$ cat src/rtl/lfsr_pkg.sv
// rtl/lfsr_pkg.sv - shared types and constants for the 10-bit LFSR random source
package lfsr_pkg;

  typedef logic [9:0] rand_t;

  localparam rand_t LFSR_TAPS_10   = 10'b1001000000;
  localparam rand_t LFSR_SEED_10   = 10'h000;
  localparam int    LFSR_PERIOD_10 = 1023;

  typedef enum logic [1:0] {
    IDLE     = 2'd0,
    ACK      = 2'd1,
    WAIT_LOW = 2'd2
  } hs_state_t;

endpackage

$ cat src/rtl/lfsr_core.sv
// rtl/lfsr_core.sv - XNOR LFSR state register with seed load and lockup replacement
module lfsr_core
  import lfsr_pkg::*;
#(
  parameter int                 WIDTH = 10,
  parameter logic [WIDTH-1:0]   TAPS  = LFSR_TAPS_10,
  parameter logic [WIDTH-1:0]   SEED  = LFSR_SEED_10
) (
  input  logic             clk,
  input  logic             reset,
  input  logic             en,
  input  logic             load,
  input  logic [WIDTH-1:0] seed_in,
  output logic [WIDTH-1:0] lfsr_q,
  output logic             lockup_err
);

  // All-ones is the one state an XNOR LFSR can never leave, so it is never accepted as a seed.
  localparam logic [WIDTH-1:0] ALL_ONES = '1;

  logic [WIDTH-1:0] r_lfsr;
  logic             r_lockup;
  logic             w_fb;
  logic [WIDTH-1:0] w_next;
  logic             w_seed_illegal;

  assign w_fb           = ~^(r_lfsr & TAPS);
  assign w_next         = {r_lfsr[WIDTH-2:0], w_fb};
  assign w_seed_illegal = (seed_in == ALL_ONES);

  // State update: load beats en, en beats hold; illegal seeds fall back to SEED.
  always_ff @(posedge clk or negedge reset) begin
    if (!reset) begin
      r_lfsr   <= SEED;
      r_lockup <= 1'b0;
    end else begin
      r_lockup <= load && w_seed_illegal;
      if (load) begin
        r_lfsr <= w_seed_illegal ? SEED : seed_in;
      end else if (en) begin
        r_lfsr <= w_next;
      end
    end
  end

  assign lfsr_q     = r_lfsr;
  assign lockup_err = r_lockup;

endmodule

$ cat src/rtl/lfsr10_source.sv
// rtl/lfsr10_source.sv - LFSR random source with step counter and req/ack sample handshake
module lfsr10_source
  import lfsr_pkg::*;
#(
  parameter int               WIDTH = 10,
  parameter logic [WIDTH-1:0] TAPS  = LFSR_TAPS_10,
  parameter logic [WIDTH-1:0] SEED  = LFSR_SEED_10
) (
  input  logic             clk,
  input  logic             reset,
  input  logic             en,
  input  logic             load,
  input  logic [WIDTH-1:0] seed_in,
  input  logic             req,
  output logic             ack,
  output logic [WIDTH-1:0] rand_out,
  output logic [WIDTH-1:0] lfsr_q,
  output logic [WIDTH-1:0] steps,
  output logic             period_wrap,
  output logic             lockup_err
);

  // The counter runs over the LFSR period, 2^WIDTH-1 states, so its last value is 2^WIDTH-2.
  localparam int               PERIOD    = (WIDTH == 10) ? LFSR_PERIOD_10 : ((1 << WIDTH) - 1);
  localparam logic [WIDTH-1:0] STEP_LAST = WIDTH'(PERIOD - 1);

  logic [WIDTH-1:0] w_lfsr;
  logic [WIDTH-1:0] r_steps;
  logic             r_wrap;
  logic [WIDTH-1:0] r_rand;
  logic             r_ack;
  hs_state_t        r_state;

  lfsr_core #(
    .WIDTH (WIDTH),
    .TAPS  (TAPS),
    .SEED  (SEED)
  ) u_core (
    .clk        (clk),
    .reset      (reset),
    .en         (en),
    .load       (load),
    .seed_in    (seed_in),
    .lfsr_q     (w_lfsr),
    .lockup_err (lockup_err)
  );

  // Step counter follows the core's priority: a load restarts it, an en step advances it.
  always_ff @(posedge clk or negedge reset) begin
    if (!reset) begin
      r_steps <= '0;
      r_wrap  <= 1'b0;
    end else begin
      r_wrap <= 1'b0;
      if (load) begin
        r_steps <= '0;
      end else if (en) begin
        if (r_steps == STEP_LAST) begin
          r_steps <= '0;
          r_wrap  <= 1'b1;
        end else begin
          r_steps <= r_steps + 1'b1;
        end
      end
    end
  end

  // Four-phase handshake: capture the pre-step state once per req, then wait for req to drop.
  always_ff @(posedge clk or negedge reset) begin
    if (!reset) begin
      r_state <= IDLE;
      r_rand  <= '0;
      r_ack   <= 1'b0;
    end else begin
      r_ack <= 1'b0;
      case (r_state)
        IDLE: begin
          if (req) begin
            r_rand  <= w_lfsr;
            r_ack   <= 1'b1;
            r_state <= ACK;
          end
        end
        ACK: begin
          r_state <= WAIT_LOW;
        end
        WAIT_LOW: begin
          if (!req) begin
            r_state <= IDLE;
          end
        end
        default: begin
          r_state <= IDLE;
        end
      endcase
    end
  end

  assign ack         = r_ack;
  assign rand_out    = r_rand;
  assign lfsr_q      = w_lfsr;
  assign steps       = r_steps;
  assign period_wrap = r_wrap;

endmodule
$ cat config.mk
export PLATFORM = sky130hd
export DESIGN_NAME = lfsr10_source
export DESIGN_NICKNAME = d
export VERILOG_FILES = /design/src/rtl/lfsr_pkg.sv /design/src/rtl/lfsr_core.sv /design/src/rtl/lfsr10_source.sv
export SDC_FILE = /design/constraint.sdc
export NUM_CORES = 1
export LEC_CHECK = 0
export CAP_MARGIN = 20
export CORE_MARGIN = 4
export CORE_UTILIZATION = 30
export CTS_CLUSTER_SIZE = 30
export DETAILED_ROUTE_END_ITERATION = 8
export PLACE_DENSITY = 0.62
export SYNTH_ARGS = -nofsm -noshare
export SYNTH_HDL_FRONTEND = slang
export SYNTH_SLANG_ARGS = --single-unit
$ cat constraint.sdc
create_clock -name clk -period 2.2 [get_ports clk]
set_clock_uncertainty 0.15 [all_clocks]
set_input_delay 0.44 -clock clk [delete_from_list [all_inputs] [get_ports clk]]
set_output_delay 0.44 -clock clk [all_outputs]
set_load 0.05 [all_outputs]
==> flow_metrics.env, run 1 <==
export IMPL_postRouteAntennaNets=0
export IMPL_critPathTopFamily="buffers and inverters"
export IMPL_synth_cells=137
export IMPL_hold_class="register to register"
export IMPL_start_kind="register"
export IMPL_clock_latency_ps=280
export IMPL_antenna_found_initial=0
export IMPL_dpl_cell_count=254
export IMPL_max_cap_viol_count=0
export IMPL_synth_seq_area_share_pct=54.4
export IMPL_max_freq_mhz=466
export IMPL_dr_pass1_iters=4
export IMPL_tritoncts="done"
export IMPL_drv_slew=0
export IMPL_syn_area_mm2=0.00161
export IMPL_min_from="r_state[0]"
export IMPL_grt_first_pass_wirelength_um=6230
export IMPL_dieWidth_um=81.2
export IMPL_post_drt_wl_per_cell_um=14.2
export IMPL_pwr_density_cell_mw_per_mm2=1000
export IMPL_cp_data_arrival_time_ps=1550
export IMPL_routed_wl_um=3710
export IMPL_synth_distinct_cells=31
export IMPL_clockRootBuffer="clkbuf_8"
export IMPL_yosys_top_cells_area="dfrtp_1 54%, mux2_2 7.0%, mux2i_1 6.8%, o22ai_1 3.9%, nand2_1 3.3%"
export IMPL_core_mm2=0.00514
export IMPL_final_common_cell="clkdlybuf4s50_1"
export IMPL_vias=1315
export IMPL_hpwl_um=2670
export IMPL_numPortBuffers=47
export IMPL_grt_overflow_total=0
export IMPL_clockBufferDepth=2
export IMPL_final_hold_violation_count=0
export IMPL_clk_pin_slew_ps=70
export IMPL_setup_tns_ps=0
export IMPL_drc=0
export IMPL_status="finished clean"
export IMPL_slew_headroom_pct=62.5
export IMPL_layout_drive_gt1_share_pct=18.8
export IMPL_r2r_start="steps[0]"
export IMPL_ys_ff_latch=35
export IMPL_cts_hold_buffers=0
export IMPL_hold_depth=1
export IMPL_crit_chain="clkdlybuf4s50_1"
export IMPL_tightest_slew_ps=556
export IMPL_setup_viol=0
export IMPL_crit_slowest_cell="clkdlybuf4s50_1"
export IMPL_gp_congestion=0.842
export IMPL_synth_area_per_cell_um2=11.7
export IMPL_rsz0062_at_grt="false"
export IMPL_critical_path_class="register to primary output"
export IMPL_min_delay_worst_endpoint="r_state[0]"
export IMPL_cp_required_ps=1610
export IMPL_num_fill_cells=522
export IMPL_viasPerCell=5.02
export IMPL_crit_path_end_kind="primary output"
export IMPL_period_minus_slack_ps=2140
export IMPL_post_cts_buffers=0
export IMPL_stdcell_count=262
export IMPL_grt_usage_pct=12.1
export IMPL_ys_warn_count=0
export IMPL_initial_core_util_pct=31.3
export IMPL_drt_iter0_drc=39
export IMPL_rows=26
export IMPL_grt_pass1_vias=1323
export IMPL_final_period_utilization_pct=97.5
export IMPL_rr_worst_depth=5
export IMPL_cts_resized_gates=0
export IMPL_slowest_delay_ps=840
export IMPL_cp_max_fo=5
export IMPL_clock_sinks=35
export IMPL_synth_fp_nets=154
export IMPL_numCtsBuffers=5
export IMPL_antenna_diode_count=0
export IMPL_nNetsFinal=208
export IMPL_timing_critical_path_buf_inv=1
export IMPL_grt_max_degree=36
export IMPL_yosys_area_top_type_share_pct=54.4
export IMPL_final_cell_mix="38 x clkdlybuf4s50_1, 35 x dfrtp_1, 14 x nand2_1"
export IMPL_fp_dieH_um=81.2
export IMPL_ir_drop_mv=0.601
export IMPL_pin_count=48
export IMPL_r2r_slack_ps=500
export IMPL_yosys_area_top_type="dfrtp_1"
export IMPL_leakage_nw=0.972
export IMPL_die_area_mm2=0.00660
export IMPL_syn2layout_area_growth_pct=40.0
export IMPL_rr_endpoint="steps[0]"
export IMPL_h_tree_depth=2
==> final cells by class <==
cell class | instances | area [um^2] | area share, %
Sequential cell | 35 | 876 | 38.9
Multi-Input combinational cell | 93 | 694 | 30.8
Timing Repair Buffer | 53 | 503 | 22.3
Tap cell | 70 | 87.6 | 3.89
Clock buffer | 7 | 76.3 | 3.39
Inverter | 3 | 11.3 | 0.500
Clock inverter | 1 | 5.00 | 0.222
==> state kept, by name (all words and copies together) (netlist names) <==
signal / flops
period_wrap: 1
u_core.lockup_err: 1
r_state: 2
u_core.lfsr_q: 10
rand_out: 10
ack: 1
steps: 10
==> Yosys cell counts <==
cell	n
a21oi_1	5
a21oi_2	1
a31o_2	2
buf_1	1
buf_2	4
clkbuf_1	1
dfrtp_1	35
ha_1	2
inv_1	3
mux2_2	10
mux2i_1	11
nand2_1	14
nand3_1	3
nand4_1	2
nand4_4	1
nor2_1	4
nor3_1	1
nor3_2	1
nor3b_1	4
nor4_1	1
o2111ai_1	1
o211ai_1	2
o21ai_0	4
o22ai_1	10
o31ai_1	3
o31ai_4	1
or3_1	4
or4_1	2
or4_4	1
xnor2_1	1
xor2_1	2
==> where the power goes <==
| group | internal, mW | switching, mW |
|---|---|---|
| clock | 0.222 | 0.214 |
| combinational | 0.362 | 0.591 |
| sequential | 0.778 | 0.0873 |
| total | 1.36 | 0.893 |
==> cells by family after synthesis <==
kind of cell	after synthesis	synth area share, %
xor gates and xnor gates	3	1.63
AOI/OAI and AO/OA	29	12.5
muxes	21	13.8
buffers and inverters	9	2.41
adders and majority gates	2	1.55
and+or+nand+nor	38	13.6
DFF	35	54.4
==> per-layer routing <==
layer  up-vias  part of all wire [%]  global-route usage, %
li1        614                     -                      -
met1       644                    47                   16.1
met2        51                    43                   18.1
met3         6                   9.4                   4.77
met4         0                   1.2                   4.05
met5         -                     0                      0
==> worst max path at each step <==
stage / from / cells after the start / to / slack [ps]
2_1_floorplan: steps[2] / 3 / steps[0] / 320
3_3_place_gp: req / 4 / rand_out[8] / 180
3_5_place_dp: load / 4 / steps[7] / 170
4_1_cts: steps[1] / 1 / steps[1] / 20
5_1_grt: steps[4] / 1 / steps[4] / 4
6_report: steps[4] / 1 / steps[4] / 60
==> stage by stage <==
| step | utilization [%] | hold WS (ps) | area (um^2) | total power [mW] | setup WS (ps) |
|---|---|---|---|---|---|
| floorplan | - | -5.59 | 1610 | 1.49 | 323 |
| global placement | 42.2 | 319 | 2170 | 1.84 | 175 |
| detailed placement | 42.2 | 327 | 2170 | 1.84 | 175 |
| CTS | 43.7 | 334 | 2250 | 2.29 | 22.8 |
| global route | 43.8 | 345 | 2250 | 2.38 | 3.85 |
| finish | 43.8 | 331 | 2250 | 2.25 | 55.4 |
Power figures use the tool's default switching activity.
==> run 2, diff against run 1 <==
- TNS_END_PERCENT: unset -> 100
==> results of run 2 <==
No change in the layout: final DEF, timing and power equal those of run 1.
